$ cat src/rtl/cpu_cmd_sequencer.sv
// Command sequencer feeding the CPU datapath: queues {cmd, operands} words, issues them one at a
// time paced by cpu_rdy, captures the CPU result and guards each command with a watchdog.
module cpu_cmd_sequencer #(
    parameter int unsigned WIDTH   = 8,
    parameter int unsigned DEPTH   = 4,
    parameter int unsigned TIMEOUT = 255,
    parameter logic [6:0]  NOP_CMD = 7'h00
) (
    input  logic                     clk,
    input  logic                     reset,
    input  logic                     s_valid,
    output logic                     s_ready,
    input  logic [6:0]               s_cmd,
    input  logic [4*WIDTH-1:0]       s_din,
    output logic [6:0]               cpu_cmd,
    output logic [WIDTH-1:0]         cpu_din1,
    output logic [WIDTH-1:0]         cpu_din2,
    output logic [WIDTH-1:0]         cpu_din3,
    output logic [WIDTH-1:0]         cpu_din4,
    input  logic                     cpu_rdy,
    input  logic [2*WIDTH-1:0]       cpu_result,
    input  logic                     cpu_zero,
    input  logic                     cpu_error,
    output logic                     r_valid,
    input  logic                     r_ready,
    output logic [2*WIDTH-1:0]       r_data,
    output logic [2:0]               r_flags,
    output logic [$clog2(DEPTH):0]   fifo_count,
    output logic                     busy,
    output logic                     tout_seen
);

    localparam int unsigned AW = $clog2(DEPTH);
    localparam int unsigned CW = AW + 1;
    localparam int unsigned TW = $clog2(TIMEOUT + 1);
    localparam int unsigned EW = 7 + 4*WIDTH;

    typedef enum logic [2:0] {
        ST_IDLE,
        ST_ISSUE,
        ST_WAIT,
        ST_ABORT,
        ST_RESULT
    } state_t;

    state_t               state_q, state_d;
    logic [EW-1:0]        mem_q [DEPTH];
    logic [AW-1:0]        wr_ptr_q, rd_ptr_q;
    logic [CW-1:0]        count_q, count_d;
    logic [TW-1:0]        wdog_q, wdog_d;
    logic [6:0]           cmd_q, cmd_d;
    logic [4*WIDTH-1:0]   din_q, din_d;
    logic                 r_valid_q, r_valid_d;
    logic [2*WIDTH-1:0]   r_data_q, r_data_d;
    logic [2:0]           r_flags_q, r_flags_d;
    logic                 tout_q, tout_d;
    logic                 push, pop, wdog_expired;
    logic [EW-1:0]        head;

    // Acceptance looks only at the registered count, so a full FIFO refuses even in a pop cycle.
    assign s_ready      = (count_q != CW'(DEPTH));
    assign push         = s_valid && s_ready;
    assign head         = mem_q[rd_ptr_q];
    assign wdog_expired = (wdog_q == TW'(TIMEOUT - 1));

    always_comb begin
        count_d = count_q;
        if (push && !pop) begin
            count_d = count_q + 1'b1;
        end else if (!push && pop) begin
            count_d = count_q - 1'b1;
        end
    end

    always_comb begin
        state_d   = state_q;
        pop       = 1'b0;
        cmd_d     = cmd_q;
        din_d     = din_q;
        r_valid_d = r_valid_q;
        r_data_d  = r_data_q;
        r_flags_d = r_flags_q;
        tout_d    = tout_q;
        case (state_q)
            ST_IDLE: begin
                if (count_q != '0 && cpu_rdy) begin
                    pop     = 1'b1;
                    cmd_d   = head[EW-1 -: 7];
                    din_d   = head[4*WIDTH-1:0];
                    state_d = ST_ISSUE;
                end
            end
            ST_ISSUE: begin
                // Acceptance wins over a watchdog expiry in the same cycle.
                if (!cpu_rdy) begin
                    cmd_d   = NOP_CMD;
                    state_d = ST_WAIT;
                end else if (wdog_expired) begin
                    cmd_d   = NOP_CMD;
                    state_d = ST_ABORT;
                end
            end
            ST_WAIT: begin
                if (cpu_rdy) begin
                    r_data_d  = cpu_result;
                    r_flags_d = {1'b0, cpu_error, cpu_zero};
                    r_valid_d = 1'b1;
                    state_d   = ST_RESULT;
                end else if (wdog_expired) begin
                    state_d = ST_ABORT;
                end
            end
            ST_ABORT: begin
                cmd_d     = NOP_CMD;
                r_data_d  = '0;
                r_flags_d = 3'b100;
                r_valid_d = 1'b1;
                tout_d    = 1'b1;
                state_d   = ST_RESULT;
            end
            ST_RESULT: begin
                if (r_ready) begin
                    r_valid_d = 1'b0;
                    state_d   = ST_IDLE;
                end
            end
            default: state_d = ST_IDLE;
        endcase

        wdog_d = '0;
        if (state_d == state_q && (state_q == ST_ISSUE || state_q == ST_WAIT)) begin
            wdog_d = wdog_q + 1'b1;
        end
    end

    always_ff @(posedge clk or negedge reset) begin
        if (!reset) begin
            state_q   <= ST_IDLE;
            wr_ptr_q  <= '0;
            rd_ptr_q  <= '0;
            count_q   <= '0;
            wdog_q    <= '0;
            cmd_q     <= NOP_CMD;
            din_q     <= '0;
            r_valid_q <= 1'b0;
            r_data_q  <= '0;
            r_flags_q <= '0;
            tout_q    <= 1'b0;
        end else begin
            state_q   <= state_d;
            count_q   <= count_d;
            wdog_q    <= wdog_d;
            cmd_q     <= cmd_d;
            din_q     <= din_d;
            r_valid_q <= r_valid_d;
            r_data_q  <= r_data_d;
            r_flags_q <= r_flags_d;
            tout_q    <= tout_d;
            if (push) wr_ptr_q <= wr_ptr_q + 1'b1;
            if (pop)  rd_ptr_q <= rd_ptr_q + 1'b1;
        end
    end

    always_ff @(posedge clk) begin
        if (push) mem_q[wr_ptr_q] <= {s_cmd, s_din};
    end

    assign cpu_cmd    = cmd_q;
    assign cpu_din1   = din_q[WIDTH-1:0];
    assign cpu_din2   = din_q[2*WIDTH-1:WIDTH];
    assign cpu_din3   = din_q[3*WIDTH-1:2*WIDTH];
    assign cpu_din4   = din_q[4*WIDTH-1:3*WIDTH];
    assign r_valid    = r_valid_q;
    assign r_data     = r_data_q;
    assign r_flags    = r_flags_q;
    assign fifo_count = count_q;
    assign busy       = (state_q != ST_IDLE) || (count_q != '0);
    assign tout_seen  = tout_q;

endmodule

$ cat config.mk
export PLATFORM = sky130hd
export DESIGN_NAME = cpu_cmd_sequencer
export DESIGN_NICKNAME = d
export VERILOG_FILES = /design/src/rtl/cpu_cmd_sequencer.sv
export SDC_FILE = /design/constraint.sdc
export NUM_CORES = 1
export LEC_CHECK = 0
export ABC_AREA = 1
export BUFFER_PORTS_ARGS = -buffer_cell sky130_fd_sc_hd__clkbuf_2
export CAP_MARGIN = 20
export CORE_ASPECT_RATIO = 1.1
export CORE_MARGIN = 3
export CORE_UTILIZATION = 50
export DETAILED_ROUTE_END_ITERATION = 10
export PLACE_DENSITY = 0.71
export SYNTH_ARGS = -nofsm -noshare
export SYNTH_HDL_FRONTEND = slang
export SYNTH_SLANG_ARGS = --single-unit
$ cat constraint.sdc
create_clock -name clk -period 3.05 [get_ports clk]
set_input_delay 0.1525 -clock clk [delete_from_list [all_inputs] [get_ports clk]]
set_output_delay 0.1525 -clock clk [all_outputs]
set_load 0.01 [all_outputs]
==> run_results.csv <==
group,metric,value,unit
place,hpwl,11300,µm
power_and_ir_drop,power-per-cell-area,973,nW/µm²
die,coreArea,17700,µm²
power_and_ir_drop,netSwitchingFraction,34.9,%
power_and_ir_drop,power_leakage,4.79,nW
timing,post-route-period-util,75.8,%
worst_setup_path,path_class,"register to register",
yosys,avgSynthCellArea,11.9,µm²
timing,worst_slew_pin_slew,0.775,ns
yosys,syn_inst,763,
yosys,synth_cell_types,23,
route,drc,0,
timing,tns,0,ns
global_routing,grt_pass1_vias,5942,
clock_network,worstSkewPairLatency,0.50,ns
clock_network,htree_levels,1,
power_and_ir_drop,ir_drop,0.459,mV
die,die_h,147,µm
place,pre_cts_ws,0.699,ns
route,top_layer,"met4",
yosys,syn-num-nets,833,
clock_network,cts_setup_buffers,0,
route,drtAntennaViolNets,0,
clock_network,cts-root-buf,"clkbuf_16",
worst_setup_path,crit_path_start_kind,"register",
route,finalWirelength,19200,µm
worst_setup_path,critPathTopFamily,"adder cells",
global_routing,grt-ovfl-total,0,
worst_setup_path,crit_fanout,21,
timing,period_minus_slack,2.31,ns
global_routing,antenna_found_initial,1,
route,firstDrtPassIters,5,
yosys,ys_warn_count,0,
status,outcome,"completed",
power_and_ir_drop,pwr-share-comb,32.1,%
power_and_ir_drop,p_sw,0.00386,W
yosys,synth_seq_cells,234,
route,wl_met3,1320,µm
yosys,synthesis.area,9080,µm²
timing,setup-violations-final,0,
layout,syn_to_final_growth,25.1,%
layout,drive_gt1_share,19.8,%
route,num_vias,6143,
route,wl_met2,9150,µm
place,port_buffers,126,
timing,relSlewSlack,48.3,%
route,drt-initial-drc-count,311,
layout,fin_nets,1020,
worst_setup_path,cp-end-kind,"register",
clock_network,cts.path.max_buffers,3,
timing,fmax,432,MHz
worst_setup_path,crit_top_cell,"nor2_1",
power_and_ir_drop,p_int,0.00719,W
worst_setup_path,slowest_delay,0.43,ns
clock_network,cts.sinks,234,
power_and_ir_drop,seqPwrFrac,42.2,%
worst_setup_path,slowest_stage,"dfrtp_1",
timing,hold_viol_final,0,
yosys,ys_seq_area_share,73.1,%
die,ioPinCount,127,
die,rows,51,
timing,fin_skew,0.0104,ns
worst_setup_path,crit_arrival,2.69,ns
power_and_ir_drop,clkPwrFrac,25.7,%
layout,fin_cells,1207,
clock_network,numCtsBuffers,24,
route,vias_per_cell,5.09,
worst_setup_path,critPathBufInv,2,
worst_hold_path,hold_path.class,"primary input to async pin",
worst_setup_path,rr_worst_depth,9,
clock_network,cts.repair.resized,0,
job,cap_violations,0,
timing,rsz0062_at_grt,"no",
die,die-area,19800,µm²
timing,drv_slew,0,
place,globalplace.congestion,0.797,
worst_setup_path,path_cells,"inv_2, nand2_1, nor2_1, nand3_2, ha_1, inv_1, fa_1, nor2_1, a21oi_1",
timing,worst_slack,0.737,ns
worst_setup_path,cp.required,3.43,ns
route,wl_per_cell,15.9,µm
worst_setup_path,cp_num_cells,9,
place,place_inst,1102,
global_routing,grt_pass1_wl,30600,µm
die,die_x,134,µm
global_routing,grt_max_degree,79,
global_routing,grt_use_total,19.2,%
clock_network,cts_tree,"yes",
die,initial_core_util,51.2,%
route,wl_met1,8500,µm
clock_network,clk_pin_slew,0.06,ns
==> per-stage QoR <==
stage | util (%) | cell area, µm² | power, W | hold WS [ns]
6_report | 64.0 | 11400 | 0.0110 | 0.0616
2_1_floorplan | - | 9080 | 0.00698 | -0.143
3_5_place_dp | 56.2 | 9960 | 0.00823 | 0.373
3_3_place_gp | 56.2 | 9960 | 0.00815 | 0.374
5_1_grt | 64.0 | 11400 | 0.0118 | 0.0588
4_1_cts | 63.9 | 11300 | 0.0111 | 0.0600
==> sequential cells by signal (all words and copies together) (netlist names) <==
| name | flops |
|---|---|
| cpu_cmd | 7 |
| din_q | 32 |
| fifo_count | 3 |
| mem_q | 156 |
| r_data | 16 |
| r_flags | 3 |
| r_valid | 1 |
| rd_ptr_q | 2 |
| state_q | 3 |
| tout_seen | 1 |
| wdog_q | 8 |
| wr_ptr_q | 2 |
==> worst register-to-register path, delay by kind of cell, from the launching register on <==
kind	cells	cell delay, ns
DFF	1	0.43
buffers and inverters	2	0.20
adders and majority gates	2	0.77
AOI/OAI and AO/OA	1	0.05
and+or+nand+nor	4	0.75
==> final timing paths <==
check	from	to	slack, ns
worst max-delay path	state_q[1]$_DFF_PN0_	fifo_count[1]$_DFFE_PN0P_	0.74
worst min-delay path	reset	wdog_q[3]$_DFF_PN0_	0.06
worst max register to register	state_q[1]$_DFF_PN0_	fifo_count[1]$_DFFE_PN0P_	0.74
worst min register to register	wdog_q[0]$_DFF_PN0_	wdog_q[0]$_DFF_PN0_	0.46
max in group asynchronous	reset	rd_ptr_q[0]$_DFFE_PN0P_	2.38
min in group clk	cpu_rdy	state_q[1]$_DFF_PN0_	0.09
==> layout make-up <==
type	count	area, µm²
Multi-Input combinational cell	464	2180
Clock inverter	12	114
Antenna cell	1	2.50
Fill cell	1374	6380
Timing Repair Buffer	199	1360
Sequential cell	234	6640
Inverter	27	101
Tap cell	238	298
Clock buffer	32	662
==> synthesized netlist by cell type (all sizes together) <==
| cell | count | area (µm²) |
|---|---|---|
| o22ai | 32 | 200 |
| inv | 26 | 97.6 |
| nand2 | 194 | 733 |
| clkbuf | 18 | 67.6 |
| o21ai | 74 | 370 |
| dfrtp | 78 | 1950 |
| xnor2 | 3 | 26.3 |
| clkinv | 1 | 3.75 |
| xor2 | 8 | 70.1 |
| ha | 7 | 87.6 |
| nand4 | 3 | 18.8 |
| buf | 20 | 123 |
| fa | 1 | 20.0 |
| nand3 | 35 | 180 |
| nor2 | 91 | 364 |
| edfxtp | 156 | 4680 |
| a21oi | 16 | 80.1 |
==> cells in the final DEF, fill, tap and decap left out, types with 2 or more instances in the layout <==
cell type | Yosys | routed
clkbuf_16 | 0 | 25
a21oi_1 | 16 | 16
xor2_1 | 8 | 8
inv_1 | 22 | 22
xnor2_1 | 3 | 3
edfxtp_1 | 156 | 156
clkbuf_2 | 0 | 125
nor2_1 | 88 | 84
nand4_1 | 3 | 3
buf_4 | 4 | 13
inv_2 | 4 | 5
o21ai_0 | 74 | 74
ha_1 | 7 | 7
clkinv_2 | 0 | 6
dfrtp_1 | 78 | 77
nand2_1 | 192 | 192
clkbuf_1 | 18 | 6
nor2_4 | 3 | 7
dlygate4sd3_1 | 0 | 59
clkinv_1 | 1 | 2
bufinv_16 | 0 | 2
nand2_2 | 2 | 2
nand3_1 | 34 | 34
o22ai_1 | 32 | 32
==> power by group through the flow <==
stage	sequential (W)	combinational, W	clock, W
finish	0.00466	0.00355	0.00284
global route	0.00473	0.00398	0.00305
CTS	0.00466	0.00360	0.00289
detailed placement	0.00471	0.00352	0
global placement	0.00469	0.00346	0
floorplan	0.00487	0.00212	0
==> layer usage <==
metal | global-route usage (%) | up-vias
li1 | - | 3001
met1 | 27.1 | 2915
met2 | 31.1 | 206
met3 | 3.60 | 21
met4 | 5.04 | 0
met5 | 0 | -
==> cell families after synthesis <==
family          synth area share (%)
buf+inv                         3.21
compound gates                  7.17
xor+xnor                        1.06
simple gates                    14.3
flops                           73.1
fa+ha+maj                       1.19
==> what timing repair did <==
item                                    in CTS  in global routing
endpoints found under the hold margin      254                  0
hold buffers                                59                  0
endpoints found under the setup margin       0                  0
No activity file was read; power rests on OpenSTA's default activity.
